===== config.mk =====
export PLATFORM = sky130hd
export DESIGN_NAME = fft_frame_buffer_flat
export DESIGN_NICKNAME = d
export VERILOG_FILES = /design/src/rtl/fft_frame_buffer_if.sv /design/src/rtl/fft_frame_buffer.sv /design/src/flat_wrapper.sv
export SDC_FILE = /design/constraint.sdc
export NUM_CORES = 1
export LEC_CHECK = 0
export ABC_AREA = 1
export CAP_MARGIN = 5
export CORE_MARGIN = 3
export CORE_UTILIZATION = 58
export CTS_BUF_LIST = sky130_fd_sc_hd__clkbuf_4 sky130_fd_sc_hd__clkbuf_8
export DETAILED_ROUTE_END_ITERATION = 8
export GPL_TIMING_DRIVEN = 0
export PLACE_DENSITY_LB_ADDON = 0.25
export SETUP_SLACK_MARGIN = 0.2
export SLEW_MARGIN = 20
export SYNTH_ARGS = -nofsm -noshare
export SYNTH_HDL_FRONTEND = slang
export SYNTH_SLANG_ARGS = --single-unit

===== constraint.sdc =====
create_clock -name clk -period 1.8 [get_ports clk]
set_input_delay 0.18 -clock clk [delete_from_list [all_inputs] [get_ports clk]]
set_output_delay 0.18 -clock clk [all_outputs]
set_load 0.1 [all_outputs]

===== src/rtl/fft_frame_buffer_if.sv =====
// Stream-in / frame-out bus for fft_frame_buffer.
//   s_valid/s_ready/s_data/s_last : one complex sample per cycle into the buffer
//   m_valid/m_ready/m_frame       : one packed N-sample frame out of the buffer
//   short_frame                   : one-cycle pulse after a frame was closed early
// master = producer/consumer side, slave = buffer side.
interface fft_frame_buffer_if #(
  parameter int N            = 4,
  parameter int SAMPLE_WIDTH = 16
);
  logic                        s_valid;
  logic                        s_ready;
  logic [SAMPLE_WIDTH-1:0]     s_data;
  logic                        s_last;
  logic                        m_valid;
  logic                        m_ready;
  logic [N*SAMPLE_WIDTH-1:0]   m_frame;
  logic                        short_frame;

  modport master (
    output s_valid, s_data, s_last, m_ready,
    input  s_ready, m_valid, m_frame, short_frame
  );

  modport slave (
    input  s_valid, s_data, s_last, m_ready,
    output s_ready, m_valid, m_frame, short_frame
  );
endinterface


===== src/rtl/fft_frame_buffer.sv =====
// Ping-pong input framer for fft_np.
// Collects complex samples into N-sample frames in two banks and presents each
// completed frame as one packed word (slot i at [i*SAMPLE_WIDTH +: SAMPLE_WIDTH]).
// Frames closed early by s_last are zero-padded and flagged with short_frame.
//   clk    : rising-edge clock
//   arst_n : asynchronous active-low reset
//   bus    : fft_frame_buffer_if.slave (sample stream in, frame out)
module fft_frame_buffer #(
  parameter int N            = 4,
  parameter int SAMPLE_WIDTH = 16,
  parameter int BITREV       = 0
) (
  input  logic                clk,
  input  logic                arst_n,
  fft_frame_buffer_if.slave   bus
);
  localparam int AW = (N > 1) ? $clog2(N) : 1;

  logic [SAMPLE_WIDTH-1:0] bank_q [2][N];
  logic [SAMPLE_WIDTH-1:0] bank_d [2][N];
  logic [AW-1:0]           wr_idx_q, wr_idx_d;
  logic [1:0]              full_q, full_d;
  logic                    wr_bank_q, wr_bank_d;
  logic                    rd_bank_q, rd_bank_d;
  logic                    short_q, short_d;

  logic                    wr_fire;
  logic                    rd_fire;
  logic                    at_end;

  // Frame slot for a given arrival index.
  function automatic logic [AW-1:0] slot_of(input logic [AW-1:0] idx);
    logic [AW-1:0] r;
    r = idx;
    if (BITREV != 0) begin
      for (int unsigned b = 0; b < AW; b++) r[b] = idx[AW-1-b];
    end
    return r;
  endfunction

  assign bus.s_ready     = !full_q[wr_bank_q];
  assign bus.m_valid     = full_q[rd_bank_q];
  assign bus.short_frame = short_q;

  always_comb begin
    bus.m_frame = '0;
    for (int unsigned i = 0; i < N; i++) begin
      bus.m_frame[i*SAMPLE_WIDTH +: SAMPLE_WIDTH] = bank_q[rd_bank_q][i];
    end
  end

  always_comb begin
    bank_d    = bank_q;
    wr_idx_d  = wr_idx_q;
    full_d    = full_q;
    wr_bank_d = wr_bank_q;
    rd_bank_d = rd_bank_q;
    short_d   = 1'b0;

    wr_fire = bus.s_valid && !full_q[wr_bank_q];
    rd_fire = full_q[rd_bank_q] && bus.m_ready;
    at_end  = (wr_idx_q == AW'(N-1));

    // A write needs wr_bank empty and a read needs rd_bank full, so in the
    // same cycle they always touch different banks.
    if (rd_fire) begin
      full_d[rd_bank_q] = 1'b0;
      rd_bank_d         = ~rd_bank_q;
    end

    if (wr_fire) begin
      bank_d[wr_bank_q][slot_of(wr_idx_q)] = bus.s_data;
      if (at_end || bus.s_last) begin
        full_d[wr_bank_q] = 1'b1;
        wr_bank_d         = ~wr_bank_q;
        wr_idx_d          = '0;
        if (!at_end) begin
          short_d = 1'b1;
          for (int unsigned j = 0; j < N; j++) begin
            if (AW'(j) > wr_idx_q) bank_d[wr_bank_q][slot_of(AW'(j))] = '0;
          end
        end
      end else begin
        wr_idx_d = wr_idx_q + AW'(1);
      end
    end
  end

  always_ff @(posedge clk or negedge arst_n) begin
    if (!arst_n) begin
      for (int unsigned b = 0; b < 2; b++) begin
        for (int unsigned i = 0; i < N; i++) bank_q[b][i] <= '0;
      end
      wr_idx_q  <= '0;
      full_q    <= '0;
      wr_bank_q <= 1'b0;
      rd_bank_q <= 1'b0;
      short_q   <= 1'b0;
    end else begin
      bank_q    <= bank_d;
      wr_idx_q  <= wr_idx_d;
      full_q    <= full_d;
      wr_bank_q <= wr_bank_d;
      rd_bank_q <= rd_bank_d;
      short_q   <= short_d;
    end
  end
endmodule


===== src/flat_wrapper.sv =====
// flat-port wrapper written by rule: the top's interface ports become plain ports
module fft_frame_buffer_flat 
#(
  parameter int N            = 4,
  parameter int SAMPLE_WIDTH = 16,
  parameter int BITREV       = 0
)
  (clk, arst_n, bus_s_valid, bus_s_data, bus_s_last, bus_m_ready, bus_s_ready, bus_m_valid, bus_m_frame, bus_short_frame);
  fft_frame_buffer_if #(.N(N), .SAMPLE_WIDTH(SAMPLE_WIDTH)) bus_i ();
  input  logic clk;
  input  logic arst_n;
  input wire logic [$bits(bus_i.s_valid)-1:0] bus_s_valid;
  input wire logic [$bits(bus_i.s_data)-1:0] bus_s_data;
  input wire logic [$bits(bus_i.s_last)-1:0] bus_s_last;
  input wire logic [$bits(bus_i.m_ready)-1:0] bus_m_ready;
  output wire logic [$bits(bus_i.s_ready)-1:0] bus_s_ready;
  output wire logic [$bits(bus_i.m_valid)-1:0] bus_m_valid;
  output wire logic [$bits(bus_i.m_frame)-1:0] bus_m_frame;
  output wire logic [$bits(bus_i.short_frame)-1:0] bus_short_frame;
  assign bus_i.s_valid = bus_s_valid;
  assign bus_i.s_data = bus_s_data;
  assign bus_i.s_last = bus_s_last;
  assign bus_i.m_ready = bus_m_ready;
  assign bus_s_ready = bus_i.s_ready;
  assign bus_m_valid = bus_i.m_valid;
  assign bus_m_frame = bus_i.m_frame;
  assign bus_short_frame = bus_i.short_frame;
  fft_frame_buffer #(.N(N), .SAMPLE_WIDTH(SAMPLE_WIDTH), .BITREV(BITREV)) u_core (.clk(clk), .arst_n(arst_n), .bus(bus_i));
endmodule

==> results of run 1 <==
[cell families after synthesis]
group / count (synthesis) / synth area share
and+or+nand+nor: 592 / 0.346
DFF: 135 / 0.493
buffers and inverters: 120 / 0.0745
AOI/OAI and AO/OA: 108 / 0.0789
adders and majority gates: 4 / 0.00731
[repair_timing]
item                                    CTS
endpoints found under the setup margin  188
gates resized for setup                 775
setup buffers                            16
pin swaps                                14
hold endpoints to repair                 61
hold buffers                              1
cloned                                    7
[synth_stat cells (all sizes together)]
master  instances
dfrtp         135
clkbuf         27
nor2           48
a21oi          15
ha              4
nand3          25
buf            27
o21ai          93
nor3            2
nor2b           1
nand4          17
nand2         499
inv            66
[per-stage QoR]
stage	util	std cells	setup WS, ns	hold slack (ns)
4_1_cts	0.914	1245	-0.0985	0.192
3_5_place_dp	0.737	1189	-1.37	0.152
3_3_place_gp	0.734	1188	-4.81	0.454
2_1_floorplan	-	959	-0.0373	-0.116
==> impl_metrics.env, run 1 <==
export IMPL_synth_distinct_cells=23
export IMPL_yosys_area_top_type="dfrtp_1"
export IMPL_crit_endpoint="bus_m_frame[39]"
export IMPL_port_buffers=86
export IMPL_die_x_um=115
export IMPL_lastStage="global routing (5_1_grt)"
export IMPL_syn_cell_area_um2=6850
export IMPL_firstError="[ERROR DPL-0038] Utilization greater than 100%, impossible to legalize"
export IMPL_worstEpCategory="top-level output"
export IMPL_ios=88
export IMPL_clock_sinks=135
export IMPL_yosys_top_cells_area="dfrtp_1 (49%), nand2_1 (27%), o21ai_0 (6.6%), inv_1 (3.5%), nor2_1 (2.5%)"
export IMPL_ys_ff_latch=135
export IMPL_syn_num_nets=984
export IMPL_initial_core_util=0.597
export IMPL_place_congestion=0.906
export IMPL_ys_seq_area_frac=0.493
export IMPL_placed_cell_area_um2=8450
export IMPL_cts_buffers=17
export IMPL_synth_top_area_share=0.493
export IMPL_die_y_um=115
export IMPL_synthCells=959
export IMPL_status="stopped before the end"
export IMPL_hpwlAfterDp_mm=13.7
export IMPL_num_rows=39
export IMPL_clockBufferDepth=2
export IMPL_grt_start_max_net_pins=75
export IMPL_cts_htree_levels=4
export IMPL_root_buffer="clkbuf_8"
export IMPL_synth_avg_cell_area_um2=7.14
export IMPL_yosys_warnings=0
==> run 2, diff against run 1 <==
- CORE_UTILIZATION: 58 -> 40
- CTS_BUF_LIST: sky130_fd_sc_hd__clkbuf_4 sky130_fd_sc_hd__clkbuf_8 -> default
- PLACE_DENSITY_LB_ADDON: 0.25 -> 0.15
- SETUP_SLACK_MARGIN: 0.2 -> default
==> impl_metrics.env, run 2 <==
export IMPL_status="finished, violations left"
export IMPL_failed_checks="negative setup slack"
export IMPL_area_growth_pct=59.5
export IMPL_crit_end="bus_m_frame[43]"
export IMPL_path_clk_slew_ns=0.07
export IMPL_hold_class="primary input to register"
export IMPL_synthCells=959
export IMPL_critPathRequiredTime_ns=1.62
export IMPL_initial_core_util=0.410
export IMPL_fmax_mhz=530
export IMPL_n_antenna_cell=0
export IMPL_cp_depth=5
export IMPL_wirelength_mm=23.6
export IMPL_cts_buffers=17
export IMPL_ys_seq_area_frac=0.493
export IMPL_hpwlAfterDp_mm=14.4
export IMPL_most_common_layout_cells="nand2_1 (383), dfrtp_1 (134), nand2_4 (103)"
export IMPL_drtAntennaViolNets=0
export IMPL_yosys_warnings=0
export IMPL_multi_input_area_um2=4050
export IMPL_final_core_util=0.654
export IMPL_die_x_um=137
export IMPL_grt_pass1_vias=6555
export IMPL_rr_worst_depth=10
export IMPL_setup_worst_path_start_class="register"
export IMPL_worstPathArrival_ns=1.71
export IMPL_r2r_slack_ns=0.05
export IMPL_tightest_slew_ns=0.942
export IMPL_synth_distinct_cells=23
export IMPL_vias=6754
export IMPL_grt_pass1_wl_mm=36.3
export IMPL_core_um2=16700
export IMPL_port_buffers=86
export IMPL_fill_cells=1349
export IMPL_crit_path_frequent_cell="clkbuf_16"
export IMPL_max_slew_margin=0.375
export IMPL_dieArea_um2=18700
export IMPL_final_common_cell="nand2_1"
export IMPL_synthFlopType="dfrtp_1"
export IMPL_top_register="u_core.bank_q"
export IMPL_cts_tree="yes"
export IMPL_yosys_area_top_type="dfrtp_1"
export IMPL_cpMaxStageDelayCell="dfrtp_2"
export IMPL_cts_htree_levels=4
export IMPL_postLayoutSetupSlackWorst_ns=-0.0868
export IMPL_drt_wirelength_per_cell_um=17.9
export IMPL_slowest_delay_ns=0.44
export IMPL_layout_drive_gt1_share=0.302
export IMPL_crit_chain="clkinv_4 -> clkbuf_16 -> clkbuf_16 -> o21ai_4 -> buf_12"
export IMPL_rsz0062_at_grt="true"
export IMPL_crit_fanout=6
export IMPL_grt_usage=0.257
export IMPL_crit_family="buffers and inverters"
export IMPL_rr_startpoint="u_core.wr_bank_q$_DFFE_PN0P_"
export IMPL_end_kind="output port"
export IMPL_antenna_found_initial=0
export IMPL_async_flop_share=1.00
export IMPL_synth_avg_cell_area_um2=7.14
export IMPL_clock_sinks=135
export IMPL_layout_cells_non_filler=1321
export IMPL_synth_top_area_share=0.493
export IMPL_maxCapViolCount=0
export IMPL_num_rows=47
export IMPL_worstSkewPairLatency_ns=0.43
export IMPL_period_share=1.05
export IMPL_via_per_inst=5.11
export IMPL_dp_cells=1266
export IMPL_die_y_um=137
export IMPL_syn_cell_area_um2=6850
export IMPL_root_buffer="clkbuf_16"
export IMPL_top_regs="u_core.bank_q (128), u_core.full_q (2), u_core.wr_idx_q (2)"
export IMPL_critical_path_class="register to output port"
export IMPL_preCtsSetupSlack_ns=-1.43
export IMPL_hold_violations=0
export IMPL_grt_overflow_total=0
export IMPL_yosys_top_cells_area="dfrtp_1 (49%), nand2_1 (27%), o21ai_0 (6.6%), inv_1 (3.5%), nor2_1 (2.5%)"
export IMPL_drt_iter0_markers=542
export IMPL_fin_skew_ns=0.00810
export IMPL_synth_common_cells="nand2_1 (498), dfrtp_1 (135), o21ai_0 (91)"
export IMPL_drtPass1Iterations=5
export IMPL_crit_start="u_core.rd_bank_q$_DFFE_PN0N_"
export IMPL_period_minus_slack_ns=1.89
export IMPL_setup_viol=48
export IMPL_fin_nets=1113
export IMPL_crit_buf_inv=4
export IMPL_drc=0
export IMPL_largest_register_ffs=128
export IMPL_regArea_um2=3380
export IMPL_yosysMostFrequentCell="nand2_1"
export IMPL_ios=88
export IMPL_place_congestion=0.852
export IMPL_clockBufferDepth=2
export IMPL_synth_edff_count=0
export IMPL_r2r_end="u_core.bank_q[94]$_DFFE_PN0P_"
export IMPL_syn_num_nets=984
export IMPL_grt_start_max_net_pins=75
export IMPL_ys_ff_latch=135
export IMPL_slew_viol_final=0
-- run 2: cell counts after synthesis --
No cell type changed its count.
-- run 2: layout make-up --
class	instances	share of cell area
multi-input cells	704	0.370
flip-flops and latches	135	0.309
repair buffers	112	0.166
plain buffers	52	0.0503
clock buffers	19	0.0414
well taps	220	0.0252
inverters	66	0.0244
clock inverters	13	0.0134
-- run 2: cells by family after synthesis --
logic type,after synthesis,synth area share
simple gates,592,0.346
fa+ha+maj,4,0.00731
compound gates,108,0.0789
flops,135,0.493
buf+inv,120,0.0745
-- run 2: tightest hold or removal path, cell delays in order --
cell      delay [ns]
clkbuf_1        0.27
nand2_1         0.16
nand2_1         0.04
-- run 2: timing repair --
action / CTS / global route
setup buffers: 6 / 9
endpoints found under the hold margin: 61 / 0
endpoints found under the setup margin: 112 / 166
cloned: 10 / 1
hold buffers: 1 / 0
gates resized for setup: 763 / 130
pin swaps: 35 / 18
-- run 2: stage by stage --
step / TNS (ns) / hold WS [ns] / area [µm²]
floorplan: -7.04 / -0.116 / 7100
global placement: -771.51 / 0.457 / 8240
detailed placement: -78.25 / 0.160 / 8270
CTS: -3.38 / 0.257 / 10400
global route: -3.72 / 0.286 / 10900
finish: -1.47 / 0.258 / 10900
-- run 2: metal layers --
metal  share of wire  up-vias  GRT usage  wire length [µm]
met2            0.47      229      0.415             11100
li1                -     3236          -                 -
met4           0.028        0     0.0876               666
met3           0.064       38     0.0618              1510
met1            0.44     3251      0.341             10300
met5               0        -          0                 0
-- run 2: how the worst min path moves through the flow --
stage / to / slack (ns) / cells past startpoint / from
global route: u_core.bank_q[78]$_DFFE_PN0P_ / 0.29 / 3 / bus_s_data[14]
finish: u_core.bank_q[78]$_DFFE_PN0P_ / 0.26 / 3 / bus_s_data[14]
floorplan: u_core.bank_q[0]$_DFFE_PN0P_ / -0.12 / 0 / arst_n
global placement: u_core.bank_q[55]$_DFFE_PN0P_ / 0.46 / 2 / u_core.bank_q[55]$_DFFE_PN0P_
detailed placement: u_core.bank_q[121]$_DFFE_PN0P_ / 0.16 / 1 / arst_n
CTS: u_core.bank_q[78]$_DFFE_PN0P_ / 0.26 / 3 / bus_s_data[14]
Power of run 2 is not shown: default switching activity piles up to over one toggle a cycle in this logic, so the estimate is an artifact.
==> run 3, diff against run 2 <==
- ABC_AREA: 1 -> default
- CTS_CLUSTER_SIZE: default -> 20
- GPL_TIMING_DRIVEN: 0 -> default
==> impl_metrics.env, run 3 <==
export IMPL_period_minus_slack_ns=1.86
export IMPL_grt_usage=0.192
export IMPL_hold_violations=0
export IMPL_fmax_mhz=539
export IMPL_grt_overflow_total=0
export IMPL_async_flop_share=1.00
export IMPL_tightest_slew_ns=0.526
export IMPL_dp_cells=662
export IMPL_drtAntennaViolNets=0
export IMPL_clock_sinks=135
export IMPL_core_um2=14100
export IMPL_most_common_layout_cells="dfrtp_1 (134), a22o_1 (96), buf_12 (78)"
export IMPL_hold_ws_ns=0.228
export IMPL_worstSkewPairLatency_ns=0.42
export IMPL_num_rows=43
export IMPL_vias=3935
export IMPL_critical_path_class="register to output port"
export IMPL_grt_start_max_net_pins=40
export IMPL_yosys_area_top_type="dfrtp_1"
export IMPL_rsz0062_at_grt="true"
export IMPL_drt_iter0_markers=243
export IMPL_slowest_delay_ns=0.43
export IMPL_rr_startpoint="u_core.wr_idx_q[0]$_DFFE_PN0P_"
export IMPL_initial_core_util=0.417
export IMPL_drtPass1Iterations=4
export IMPL_ys_seq_area_frac=0.573
export IMPL_crit_family="buffers and inverters"
export IMPL_top_register="u_core.bank_q"
export IMPL_max_slew_margin=0.648
export IMPL_drc=0
export IMPL_final_core_util=0.616
export IMPL_syn_num_nets=445
export IMPL_ios=88
export IMPL_yosys_warnings=0
export IMPL_via_per_inst=5.61
export IMPL_setup_viol=58
export IMPL_dieArea_um2=16200
export IMPL_root_buffer="clkbuf_16"
export IMPL_cts_htree_levels=4
export IMPL_hold_class="primary input to async pin"
export IMPL_slew_viol_final=0
export IMPL_failed_checks="negative setup slack"
export IMPL_maxCapViolCount=0
export IMPL_crit_buf_inv=3
export IMPL_r2r_slack_ns=0.10
export IMPL_worstPathArrival_ns=1.68
export IMPL_cts_buffers=17
export IMPL_synth_avg_cell_area_um2=14.0
export IMPL_cts_tree="yes"
export IMPL_synthCells=420
export IMPL_synthFlopType="dfrtp_1"
export IMPL_area_growth_pct=47.9
export IMPL_layout_cells_non_filler=702
export IMPL_wirelength_mm=15.0
export IMPL_syn_cell_area_um2=5900
export IMPL_yosys_top_cells_area="dfrtp_1 (57%), mux2_2 (15%), a22o_1 (14%), mux2_1 (3.8%), buf_2 (1.4%)"
export IMPL_grt_pass1_vias=4151
export IMPL_n_antenna_cell=0
export IMPL_hpwlAfterDp_mm=9.27
export IMPL_fill_cells=1038
export IMPL_layout_drive_gt1_share=0.421
export IMPL_status="finished, violations left"
export IMPL_cpMaxStageDelayCell="dfrtp_2"
export IMPL_top_regs="u_core.bank_q (128), u_core.full_q (2), u_core.wr_idx_q (2)"
export IMPL_antenna_found_initial=0
export IMPL_end_kind="output port"
export IMPL_yosysMostFrequentCell="dfrtp_1"
export IMPL_fin_skew_ns=0.00670
export IMPL_clockBufferDepth=2
export IMPL_port_buffers=87
export IMPL_ys_ff_latch=135
export IMPL_postLayoutSetupSlackWorst_ns=-0.0562
export IMPL_period_share=1.03
export IMPL_rr_worst_depth=6
export IMPL_crit_start="u_core.rd_bank_q$_DFFE_PN0N_"
export IMPL_final_common_cell="dfrtp_1"
export IMPL_largest_register_ffs=128
export IMPL_setup_worst_path_start_class="register"
export IMPL_path_clk_slew_ns=0.06
export IMPL_place_congestion=0.773
export IMPL_crit_fanout=6
export IMPL_drt_wirelength_per_cell_um=21.4
export IMPL_die_y_um=127
export IMPL_synth_common_cells="dfrtp_1 (135), a22o_1 (96), mux2_2 (78)"
export IMPL_critPathRequiredTime_ns=1.62
export IMPL_r2r_end="u_core.bank_q[104]$_DFFE_PN0P_"
export IMPL_grt_pass1_wl_mm=23.8
export IMPL_preCtsSetupSlack_ns=-0.0841
export IMPL_fin_nets=534
export IMPL_die_x_um=127
export IMPL_synth_top_area_share=0.573
export IMPL_synth_distinct_cells=29
export IMPL_crit_chain="buf_6 -> clkbuf_16 -> mux2_4 -> buf_12"
export IMPL_synth_edff_count=0
-- run 3: how the worst max path moves through the flow --
stage,end,cells after the start
CTS,bus_m_frame[26],3
floorplan,u_core.wr_idx_q[0]$_DFFE_PN0P_,3
finish,bus_m_frame[54],4
global placement,u_core.bank_q[33]$_DFFE_PN0P_,4
detailed placement,u_core.bank_q[44]$_DFFE_PN0P_,5
global route,bus_m_frame[39],4
-- run 3: repair_timing --
| action | in CTS | in global routing |
|---|---|---|
| gates resized for setup | 17 | 31 |
| gates cloned | 2 | 3 |
| hold buffers | 1 | 0 |
| endpoints found under the setup margin | 97 | 81 |
| setup buffers | 2 | 0 |
| endpoints found under the hold margin | 22 | 0 |
-- run 3: layer usage --
metal,wire [µm],global-route usage,share of wire
met5,0,0,0
met4,253,0.0744,0.017
met3,574,0.0418,0.038
met2,7160,0.287,0.48
met1,7040,0.276,0.47
-- run 3: cell families (layout without fill, tap and decap cells) --
| group | count (synthesis) | in the layout | synth area share |
|---|---|---|---|
| buf+inv | 51 | 153 | 0.0469 |
| flops | 135 | 135 | 0.573 |
| simple gates | 24 | 24 | 0.0267 |
| fa+ha+maj | 4 | 4 | 0.00849 |
| compound gates | 106 | 106 | 0.154 |
| mux | 100 | 100 | 0.191 |
-- run 3: cell type report --
| cell class | instances | area [µm²] | share of cell area |
|---|---|---|---|
| clock inverter | 11 | 193 | 0.0221 |
| multi-input combinational | 234 | 2420 | 0.278 |
| clock buffer | 21 | 480 | 0.0551 |
| inverter | 3 | 11.3 | 0.00129 |
| sequential | 135 | 3380 | 0.387 |
| timing repair buffer | 118 | 2010 | 0.230 |
| tap | 180 | 225 | 0.0258 |
-- run 3: through the flow --
step | cell area [µm²] | setup TNS (ns)
finish | 8720 | -1.96
global route | 8720 | -5.26
CTS | 8540 | -4.10
detailed placement | 7720 | -1.66
global placement | 7720 | -0.820
floorplan | 5910 | 0
-- run 3: worst register-to-register path: stages (launching register included) --
cell      delay (ns)
dfrtp_1         0.42
ha_1            0.27
buf_4           0.18
nand3b_1        0.17
and3_1          0.22
buf_12          0.15
a22o_1          0.19
Power of run 3 is left out for the same reason.
